**src/rtl/rot_arbiter.sv**
```systemverilog
// rot_arbiter: round-robin arbiter and sequencer that shares one external
// 8-bit barrel rotator between two requesters. A granted command is
// registered onto the rot_* ports for one SHIFT cycle. The rotator result is
// then captured and held as a response until the consumer accepts it.
module rot_arbiter (
   input  logic       clk,
   input  logic       reset_n,
   input  logic       req0_valid,
   input  logic [7:0] req0_data,
   input  logic [2:0] req0_amt,
   input  logic       req0_lr,
   output logic       req0_ready,
   input  logic       req1_valid,
   input  logic [7:0] req1_data,
   input  logic [2:0] req1_amt,
   input  logic       req1_lr,
   output logic       req1_ready,
   output logic [7:0] rot_a,
   output logic [2:0] rot_amt,
   output logic       rot_lr,
   input  logic [7:0] rot_y,
   output logic       resp_valid,
   output logic       resp_id,
   output logic [7:0] resp_data,
   input  logic       resp_ready,
   output logic       busy,
   output logic [7:0] done_cnt
);

   localparam logic [1:0] S_IDLE  = 2'd0;
   localparam logic [1:0] S_SHIFT = 2'd1;
   localparam logic [1:0] S_RESP  = 2'd2;

   logic [1:0] r_state;
   logic       r_prio;
   logic [7:0] r_rot_a;
   logic [2:0] r_rot_amt;
   logic       r_rot_lr;
   logic       r_resp_id;
   logic [7:0] r_resp_data;
   logic [7:0] r_done_cnt;

   logic       w_idle;
   logic       w_grant0;
   logic       w_grant1;
   logic       w_resp_fire;

   // Grant only in IDLE and outside reset. A lone valid wins outright;
   // when both are valid, the priority pointer decides.
   assign w_idle      = (r_state == S_IDLE) && reset_n;
   assign w_grant0    = w_idle && req0_valid && (!req1_valid || !r_prio);
   assign w_grant1    = w_idle && req1_valid && (!req0_valid ||  r_prio);
   assign w_resp_fire = (r_state == S_RESP) && resp_ready;

   assign req0_ready = w_grant0;
   assign req1_ready = w_grant1;
   assign rot_a      = r_rot_a;
   assign rot_amt    = r_rot_amt;
   assign rot_lr     = r_rot_lr;
   assign resp_valid = (r_state == S_RESP);
   assign resp_id    = r_resp_id;
   assign resp_data  = r_resp_data;
   assign busy       = (r_state != S_IDLE);
   assign done_cnt   = r_done_cnt;

   // Sequencer: IDLE -> SHIFT on a grant, SHIFT -> RESP after one cycle,
   // RESP -> IDLE once the consumer takes the response.
   always_ff @(posedge clk or negedge reset_n) begin
      if (!reset_n) begin
         r_state <= S_IDLE;
      end else begin
         case (r_state)
            S_IDLE:  if (w_grant0 || w_grant1) r_state <= S_SHIFT;
            S_SHIFT: r_state <= S_RESP;
            S_RESP:  if (resp_ready) r_state <= S_IDLE;
            default: r_state <= S_IDLE;
         endcase
      end
   end

   // Latch the winner's operands and ID, and hand priority to the other side.
   always_ff @(posedge clk or negedge reset_n) begin
      if (!reset_n) begin
         r_prio    <= 1'b0;
         r_rot_a   <= 8'd0;
         r_rot_amt <= 3'd0;
         r_rot_lr  <= 1'b0;
         r_resp_id <= 1'b0;
      end else if (w_grant0) begin
         r_prio    <= 1'b1;
         r_rot_a   <= req0_data;
         r_rot_amt <= req0_amt;
         r_rot_lr  <= req0_lr;
         r_resp_id <= 1'b0;
      end else if (w_grant1) begin
         r_prio    <= 1'b0;
         r_rot_a   <= req1_data;
         r_rot_amt <= req1_amt;
         r_rot_lr  <= req1_lr;
         r_resp_id <= 1'b1;
      end
   end

   // Capture the shared rotator's result at the end of the SHIFT cycle.
   always_ff @(posedge clk or negedge reset_n) begin
      if (!reset_n) begin
         r_resp_data <= 8'd0;
      end else if (r_state == S_SHIFT) begin
         r_resp_data <= rot_y;
      end
   end

   // Count accepted responses; wraps silently at 255.
   always_ff @(posedge clk or negedge reset_n) begin
      if (!reset_n) begin
         r_done_cnt <= 8'd0;
      end else if (w_resp_fire) begin
         r_done_cnt <= r_done_cnt + 8'd1;
      end
   end

endmodule

```
**config.mk**
```make
export PLATFORM = sky130hd
export DESIGN_NAME = rot_arbiter
export DESIGN_NICKNAME = d
export VERILOG_FILES = /design/src/rtl/rot_arbiter.sv
export SDC_FILE = /design/constraint.sdc
export NUM_CORES = 1
export LEC_CHECK = 0
export ABC_AREA = 1
export ABC_CLOCK_PERIOD_IN_PS = 1550
export BUFFER_PORTS_ARGS = -buffer_cell sky130_fd_sc_hd__buf_2
export CORE_ASPECT_RATIO = 0.75
export CORE_MARGIN = 1
export CORE_UTILIZATION = 47
export CTS_CLUSTER_DIAMETER = 120
export DETAILED_ROUTE_END_ITERATION = 8
export PLACE_DENSITY = 0.79
export SYNTH_ARGS = -nofsm -noshare
export SYNTH_HDL_FRONTEND = slang
export SYNTH_SLANG_ARGS = --single-unit
```
**constraint.sdc**
```tcl
create_clock -name clk -period 1.55 [get_ports clk]
set_clock_uncertainty 0.2 [all_clocks]
set_input_delay 0.31 -clock clk [delete_from_list [all_inputs] [get_ports clk]]
set_output_delay 0.31 -clock clk [all_outputs]
set_load 0.05 [all_outputs]
```
* Word-level counts from Yosys, hierarchy flattened *
Index checks and enable logic that the tools add are counted.

storage, ports and cells
  register bits = 32
  bits in latches = 0
  memory bits (writable) = 0
  bits in read-only memories = 0
  input bits = 37
  output and inout bits = 33
  logic and storage cells = 42
  memories = 0

operators by class
  $add $sub $neg = 1
  multiply operators = 0
  divide/modulo/power cells = 0
  order comparisons = 0
  equal/unequal tests = 4
  shifts and indexed selects = 0
  mux-type cells = 13
  bitwise logic cells = 0
  reduce and logical (&&, ||, !) cells = 16

operator list
  kind                   number
  $mux W8                2
  $add A8 B1 Y8 const B  1
  $logic_and A1 B1 Y1    6
  $mux W1                6
  $mux W3                2
  $pmux W2 S3            1
  $mux W2                2
  $ne A2 B1 Y1 const B   2
  $reduce_bool A2 Y1     2
  $logic_not A1 Y1       3
  $logic_or A1 B1 Y1     3
  $eq A2 B1 Y1 const B   1
  $eq A2 B2 Y1 const B   1
  $logic_not A2 Y1       1
  $reduce_and A2 Y1      1

* Depth between registers and ports, before layout *
Gate-level depths: netlist of the first run.

  depth in word-level cells = 7
  mapped depth = 7
  depth with buffers taken out = 7

* Worst setup path before layout of the first run *
No wires, ideal clock.

  path kind = register to output
  start = register r_state[1]
  end = output resp_valid
  data arrival time = 1.168 ns
  data required time = 1.040 ns
  setup slack = -0.128 ns
  cell stages (with the launch flop) = 3
  path buffers = 0
  path through = dfrtp_1 inv_1 nor2_1

on the way
  longest elaborated chain between the ends = 1

ends and longest elaborated chain
  item                      line  source
  start: declaration        34    logic [1:0] r_state;
  start signal: assignment  70    r_state <= S_IDLE;
  start signal: assignment  73    S_IDLE: if (w_grant0 || w_grant1) r_state <= S_SHIFT;
  start signal: assignment  74    S_SHIFT: r_state <= S_RESP;
  $eq A2 B2 Y1              60    assign resp_valid = (r_state == S_RESP);
  end: declaration          22    output logic resp_valid,

No other way between the ends.

* Final worst setup path of the first run *
  start = register r_state[0]
  end = output req1_ready

on the way
  longest elaborated chain between the ends = 4

ends and longest elaborated chain
  item                               line  source
  $logic_not A2 Y1                   50    assign w_idle = (r_state == S_IDLE) && reset_n;
  $logic_and A1 B1 Y1                50
  $logic_and A1 B1 Y1 (2 in series)  52    assign w_grant1 = w_idle && req1_valid && (!req0_valid || r_prio);
  end: declaration                   17    output logic req1_ready,

No other way between the ends.

==> results of run 1 <==
[kinds of logic after synthesis]
family / after synthesis / share of synthesized area
and+or+nand+nor: 91 / 0.2673
DFF: 32 / 0.5031
buffers and inverters: 30 / 0.08491
AOI/OAI and AO/OA: 14 / 0.06368
muxes: 8 / 0.05661
xor gates and xnor gates: 3 / 0.01651
adders and majority gates: 1 / 0.007860
[final cells by class]
| class | instances | area (sq um) |
|---|---|---|
| tap | 38 | 47.55 |
| inverter | 24 | 98.84 |
| clock inverter | 1 | 5.005 |
| multi-input combinational | 118 | 748.2 |
| clock buffer | 6 | 72.57 |
| fill | 198 | 701.9 |
| timing repair buffer | 92 | 606.8 |
| sequential | 32 | 803.3 |
[state kept, by name (all words and copies together), names as in the netlist]
register	cells
rot_lr	1
rot_amt	3
r_state	2
resp_id	1
done_cnt	8
rot_a	8
resp_data	8
r_prio	1
[worst max-delay path, delay by kind of cell (launching register included)]
kind / cells / cell delay (ns)
simple gates: 3 / 0.32
buf+inv: 3 / 0.29
flops: 1 / 0.41
[cells in the final DEF (no fill, tap or decap), types with 3 or more instances in the layout]
cell      count
buf_4        15
mux2_2        8
nand3_1      27
inv_1        20
nand2_1      44
dfrtp_1      30
buf_6         7
nor2_4        4
nand2_2       3
buf_8         4
nand3_2       3
nor2_1        3
clkbuf_8      5
buf_2        63
o21bai_1     10
[stage by stage]
| step | total power [uW] | cell area [sq um] | setup WS [ns] | hold slack (ns) | TNS, ns |
|---|---|---|---|---|---|
| after detailed placement | 4014 | 2061 | -0.1241 | 0.1314 | -1.320 |
| after global routing | 5239 | 2382 | -0.3209 | 0.05695 | -2.258 |
| after CTS | 4785 | 2248 | -0.2493 | 0.03968 | -3.733 |
| final | 4984 | 2382 | -0.2657 | 0.04587 | -1.240 |
| after global placement | 3979 | 2061 | -0.07418 | 0.1207 | -0.6947 |
| after floorplan | 3343 | 1600 | 0.02766 | -0.1856 | 0 |
[layer usage]
metal | vias up | routed length, um | share of wire
met1 | 741 | 1942 | 0.45
met5 | - | 0 | 0
li1 | 764 | - | -
met2 | 69 | 2051 | 0.47
met4 | 0 | 74 | 0.017
met3 | 8 | 267 | 0.062
[power breakdown]
part           leakage, uW  switching (uW)  internal, uW
clock network    0.0000410             297           305
logic             0.000831            2050           905
registers         0.000396             231          1190
[worst min-delay path by stage]
stage	startpoint	end	slack (ns)	cells after the start
finish	reset_n	r_prio	0.05	3
global route	reset_n	r_state[0]	0.06	3
CTS	req1_amt[0]	rot_amt[0]	0.04	3
detailed placement	reset_n	r_prio	0.13	2
global placement	reset_n	r_prio	0.12	2
floorplan	reset_n	done_cnt[0]	-0.19	0
[repair_timing]
action	in CTS	in global routing
pin swaps	4	13
buffers inserted	5	3
cloned	1	1
endpoints found under the hold margin	32	0
gates resized for setup	21	27
hold buffers	1	0
setup endpoints to repair	16	30
==> impl_metrics.toml, run 1 <==
[worst_setup_path]
crit_path_top_delay_cell = "dfrtp_1"
reg2reg_slack_ns = -0.06
critPathLaunchType = "register"
setup.worst_path.end = "req1_ready"
r2r-start = "r_state[0]"
cp.arrival_ns = 1.31
r2r_cells = 8
crit_start = "r_state[0]"
cp_max_fo = 3
required_ns = 1.04
cp_cell_sequence = "nor2_4 -> nand2_4 -> inv_2 -> nand2_2 -> clkinvlp_4 -> buf_8"
critPathMaxStageDelay_ns = 0.41
end_kind = "primary output"
r2r-end = "rot_a[1]"
crit_type = "register to primary output"

[timing]
fin_ws_ns = -0.2657
hold_viol = 0
slew_viol_final = 0
fin_crit_ns = 1.816
setup_violations = 14
max_slew.worst_pin.slew_ns = 0.2788
max_clock_freq_mhz = 550.8
rsz0062_at_grt = "true"
relSlewSlack = 0.8154
period_share = 1.171

[synth]
synthTopCellsByArea = "dfrtp_1 (50%), nand2_1 (11%), nand3_1 (9.4%)"
async_flop_share = 1.000
syn_area_sq_um = 1592
yosysTopAreaCell = "dfrtp_1"
synthCells = 179
synth_top_area_frac = 0.5031
syn_area_per_cell_sq_um = 8.891
ys_types = 23
synth_nets = 217
synth-seq-cells = 32
ys_seq_area_frac = 0.5031
ys.flop_type = "dfrtp_1"
synthTopCellsByCount = "nand2_1 (46), dfrtp_1 (32), nand3_1 (30), inv_1 (24), o21bai_1 (10)"
yosys_warnings = 0
yosysMostFrequentCell = "nand2_1"
synth-edff-count = 0

[grt]
first_global_vias = 1527
grt_overflow = 0
use_met3 = 0.08077
grt_usage = 0.2377
busiest_layer = "met2"
grtUsageMet2 = 0.4126
grt_max_degree = 20
grt_first_pass_wirelength_um = 6541
use_met1 = 0.2753
antenna_found_initial = 0

[floorplanning]
die_y_um = 52.40
io_pins = 70
rows = 17
initial_utilization = 0.5160
core-area_sq_um = 3084
die-width_um = 69.20
dieArea_sq_um = 3625

[layout]
nNetsFinal = 311
final_cell_count_no_fill = 311
drive_gt1_frac = 0.4725
fin_util = 0.7724
diodes = 0
area_growth_pct = 49.69

[placement]
port_buffers = 69
place.gp.congestion = 0.8544
dp_hpwl_um = 2670
place_inst = 295

[power_and_ir_drop]
p_leak_uw = 0.001268
ir_drop_mv = 1.075
p_per_area_nw_per_um2 = 2092

[clock_tree]
tritoncts = "done"
cts_buffers = 5
clock_sinks = 32
htreeDepth = 2
cts_buffer_depth = 2
cts_root_buf = "clkbuf_8"
clk-insertion-delay-late_ns = 0.28
cts.clk_slew.worst_paths_ns = 0.07

[flow_run]
max-cap-violations = 0

[status]
status = "complete, but fails checks"
violations = "negative setup slack"

[route]
wl_per_cell_um = 13.94
vias_per_cell = 5.087
totalWireLength_um = 4335
ant_nets = 0
drcViolationCount = 0
drt_iter0_drc = 114
firstDrtPassIters = 4
vias = 1582

[hold_path]
hold_path.class = "primary input to async pin"
No activity file was read; power rests on OpenSTA's default activity.
==> run 2: changes to the inputs <==
Settings changed: ABC_CLOCK_PERIOD_IN_PS 1550 to 2300, CORE_UTILIZATION 47 to 48, PLACE_DENSITY 0.79 to 0.81.
Clock period 1.55 ns to 2.3 ns, I/O delays scaled along.
==> run 2 against run 1 <==
Compared with the run above:
- the flow now finishes without violations
- final cell count fell by 6.4%
- sequential power fell by 33%
- clock-buffer cell count is 1 higher
- worst hold slack improved by 0.0058 ns
- flip-flop and latch count unchanged
- sequential share of layout area is 5.0 points higher
- design area fell by 13%
- total power shrank 38%
- global-route usage fell by 1.7 points
- combinational power down 44%
- register-to-register slack gained 0.66 ns
- wire length decreased by 21%
- largest power group unchanged
==> impl_metrics.toml, run 2 (synthesized netlist as in run 1, its figures left out) <==
[floorplanning]
io_pins = 70
die-width_um = 68.49
initial_utilization = 0.5232
rows = 17
dieArea_sq_um = 3552
core-area_sq_um = 3042
die_y_um = 51.87

[timing]
relSlewSlack = 0.6852
max_slew.worst_pin.slew_ns = 0.4722
rsz0062_at_grt = "false"
hold_viol = 0
setup_violations = 0
timing.hold.ws_ns = 0.05163
period_share = 0.9560
fin_tns_setup_ns = 0
fin_crit_ns = 2.199
slew_viol_final = 0
max_clock_freq_mhz = 454.8

[layout]
mostFrequentLayoutCells = "buf_2 (68), nand2_1 (46), dfrtp_1 (32)"
drive_gt1_frac = 0.3794
diodes = 0
area_growth_pct = 29.95
nNetsFinal = 291
final_common_cell = "buf_2"

[clock_tree]
clk-insertion-delay-late_ns = 0.27
clock_sinks = 32
tritoncts = "done"
htreeDepth = 2
cts_root_buf = "clkbuf_8"
cts_buffers = 5
cts_buffer_depth = 2
cts_hold_buf = 0
cts.clk_slew.worst_paths_ns = 0.06

[worst_setup_path]
crit_path_top_delay_cell = "dfrtp_1"
timing.critical_path.mode_cell = "inv_1"
critPathLaunchType = "register"
cp_cell_sequence = "nor2_4 -> nand2_4 -> inv_1 -> nand2_2 -> inv_1 -> clkbuf_4"
cp.arrival_ns = 1.54
reg2reg_slack_ns = 0.60
required_ns = 1.64
r2r-start = "r_prio"
critPathMaxStageDelay_ns = 0.42
cp_max_fo = 13
crit_start = "r_state[1]"
crit_type = "register to primary output"
end_kind = "primary output"

[power_and_ir_drop]
switching_share = 0.5171
clkPwrFrac = 0.147
p_int_uw = 1481
p_leak_uw = 0.001160
ir_drop_mv = 0.7932
p_per_area_nw_per_um2 = 1483
power_frac_seq = 0.312
pwr-share-comb = 0.540
p_sw_uw = 1586

[placement]
port_buffers = 69
dp_hpwl_um = 2583
place.gp.congestion = 0.7419

[grt]
grt_overflow = 0
first_global_vias = 1253
grt_max_degree = 34
grt_first_pass_wirelength_um = 5520
grt_usage = 0.2204
antenna_found_initial = 0

[flow_run]
max-cap-violations = 0

[hold_path]
hold_path.class = "primary input to async pin"

[route]
vias_per_cell = 4.887
ant_nets = 0
firstDrtPassIters = 4
wl_per_cell_um = 11.78
vias = 1422
totalWireLength_um = 3428
drt_iter0_drc = 71
drcViolationCount = 0

[status]
status = "finished clean"
run 2: worst paths after layout:
| check | endpoint | cells past startpoint |
|---|---|---|
| max | req1_ready | 6 |
| min | r_prio | 2 |
| max reg2reg | rot_a[0] | 6 |
| min reg2reg | resp_data[6] | 1 |
| max in group asynchronous | resp_data[3] | 2 |
| min in group clk | rot_amt[1] | 3 |
run 2: metrics by stage:
stage               cells  instance area [sq um]    util  setup WS, ns  total power [uW]
finish                291                   2068  0.6800        0.1012              3066
floorplan             179                   1592       -        0.4721              2244
CTS                   291                   2066  0.6791       0.05542              3093
detailed placement    284                   1969  0.6475        0.2569              2629
global route          291                   2068  0.6800       0.02887              3258
global placement      284                   1969  0.6475        0.3435              2606
run 2: critical path, delay by kind of cell, from the launching register on:
family | cells | cell delay, ns
and+or+nand+nor | 3 | 0.38
DFF | 1 | 0.42
buffers and inverters | 3 | 0.46
run 2: cell type report:
class	instances	area, sq um
repair buffers	73	377.9
flip-flops and latches	32	800.8
multi-input cells	117	655.6
well taps	38	47.55
inverters	24	90.09
fillers	265	973.4
clock buffers	7	96.34
run 2: repair_timing:
item	4_1_cts	5_1_grt
setup endpoints to repair	0	1
setup buffers	0	0
gates resized for setup	0	1
run 2: power by group through the flow:
stage | Combinational, uW | Sequential [uW] | Clock, uW
final | 1660 | 958 | 452
after global routing | 1770 | 990 | 495
after CTS | 1670 | 959 | 469
after detailed placement | 1670 | 959 | 0
after global placement | 1640 | 965 | 0
after floorplan | 539 | 1700 | 0
run 2: metal layers:
metal,share of wire,routed length [um],GRT usage,up-vias
met5,0,0,0,-
met4,0.017,58,0.09028,0
met3,0.083,284,0.07456,9
met2,0.44,1498,0.3415,63
met1,0.46,1586,0.2799,633
li1,-,-,-,717
==> run 3: changes to the inputs <==
Settings changed: ABC_CLOCK_PERIOD_IN_PS 2300 to 2850, GPL_ROUTABILITY_DRIVEN from default to 1, REMOVE_ABC_BUFFERS from default to 1.
Clock period 2.3 ns to 2.85 ns, I/O delays scaled along.
==> run 3 against run 2 <==
Compared with the run above:
- design area up 0.24%
- worst setup slack better by 0.25 ns
- register-to-register slack better by 0.57 ns
- critical path type unchanged
- highest routed layer unchanged
==> impl_metrics.toml, run 3 (synthesized netlist as in run 1, its figures left out) <==
[status]
status = "finished clean"

[clock_tree]
cts_setup_buffers = 0
clk-insertion-delay-late_ns = 0.28
tritoncts = "done"
cts.clk_slew.worst_paths_ns = 0.07
clock_sinks = 32
cts_root_buf = "clkbuf_8"
cts_buffer_depth = 2
cts_resized = 0
cts_hold_buf = 0
cts_buffers = 5
htreeDepth = 2

[route]
wl_per_cell_um = 11.48
drt_iter0_drc = 50
totalWireLength_um = 3342
firstDrtPassIters = 4
vias_per_cell = 4.931
vias = 1435
drcViolationCount = 0
ant_nets = 0

[power_and_ir_drop]
p_per_area_nw_per_um2 = 1219
ir_drop_mv = 0.8494
p_leak_uw = 0.001160

[placement]
dp_hpwl_um = 2454
place_area_sq_um = 1962
port_buffers = 69
place.gp.congestion = 0.7405
pre_cts_ws_ns = 0.5184

[worst_setup_path]
r2r-end = "rot_a[0]"
critPathLaunchType = "register"
cp_max_fo = 14
crit_type = "register to primary output"
timing.critical_path.mode_cell = "inv_1"
crit_start = "r_state[0]"
critPathMaxStageDelay_ns = 0.45
r2r-start = "r_prio"
required_ns = 2.08
cp_top_family = "buffers and inverters"
cp.arrival_ns = 1.72
end_kind = "primary output"
reg2reg_slack_ns = 1.17
crit_path_top_delay_cell = "dfrtp_1"
cp_cell_sequence = "nor2_4 -> nand2_4 -> inv_1 -> nand2_2 -> inv_1 -> buf_2"
worst-path-buf-inv = 3
r2r_cells = 6

[timing]
slew_viol_final = 0
relSlewSlack = 0.6928
fin_ws_ns = 0.3562
fin_crit_ns = 2.494
hold_viol = 0
rsz0062_at_grt = "false"
max_clock_freq_mhz = 401.0
setup_violations = 0
max_slew.worst_pin.slew_ns = 0.4607
fin_tns_setup_ns = 0
period_share = 0.8750

[grt]
first_global_vias = 1317
grt_first_pass_wirelength_um = 5547
grt_max_degree = 34
grt_overflow = 0
grt_usage = 0.2095
antenna_found_initial = 0

[floorplanning]
die_y_um = 51.87
initial_utilization = 0.5232
core-area_sq_um = 3042
dieArea_sq_um = 3552
die-width_um = 68.49
io_pins = 70
rows = 17

[layout]
diodes = 0
fillers = 267
mostFrequentLayoutCells = "buf_2 (69), nand2_1 (46), dfrtp_1 (32)"
nNetsFinal = 290
fin_area_sq_um = 2073
final_common_cell = "buf_2"
area_growth_pct = 30.27
drive_gt1_frac = 0.3794

[flow_run]
max-cap-violations = 0

[hold_path]
hold_path.class = "primary input to async pin"
[run 3: cell types whose count changed in the layout (fill, tap and decap cells not counted), sizes merged]
cell,previous run,this run
bufinv,0,1
clkinvlp,0,1
clkbuf,8,5
clkinv,0,1
[run 3: area by class of cell]
type / count / area (sq um) / area share
inverter: 24 / 90.09 / 0.04345
multi-input combinational: 117 / 655.6 / 0.3162
sequential: 32 / 800.8 / 0.3862
clock inverter: 3 / 42.54 / 0.02052
timing repair buffer: 72 / 367.9 / 0.1774
tap: 38 / 47.55 / 0.02293
clock buffer: 5 / 68.82 / 0.03319
[run 3: routing by layer]
metal  wire (um)  vias up  GRT usage
met3         215        5    0.05482
met5           0        -          0
li1            -      715          -
met4          25        0    0.03472
met1        1646      665     0.3013
met2        1454       50     0.3203
[run 3: worst max-delay path by stage]
stage	to	slack, ns	depth (start not counted)
floorplan	req0_ready	0.74	3
global placement	req1_ready	0.56	5
detailed placement	req1_ready	0.52	5
CTS	req1_ready	0.35	6
global route	req1_ready	0.27	6
finish	req1_ready	0.36	6
[run 3: per-stage QoR]
stage                     power [uW]    util  hold WS (ns)  std cells
after floorplan                 1788       -       0.07441        173
after global routing            2673  0.6816        0.1968        291
after CTS                       2547  0.6816        0.1723        291
final                           2528  0.6816        0.1625        291
after global placement          2100  0.6450        0.2520        283
after detailed placement        2117  0.6450        0.2623        283
[run 3: worst register-to-register path, stage by stage, from the launching register on]
cell	delay, ns
dfrtp_1	0.37
nand2_1	0.10
nand2_1	0.12
buf_4	0.21
a21oi_2	0.40
nand3_1	0.14
nand2_1	0.09
[run 3: report_power, final]
| part | internal [uW] | switching (uW) | leakage, uW |
|---|---|---|---|
| Sequential | 644 | 129 | 0.000398 |
| Combinational | 331 | 1000 | 0.000708 |
| Clock | 258 | 163 | 0.0000541 |
| Total | 1230 | 1290 | 0.00116 |
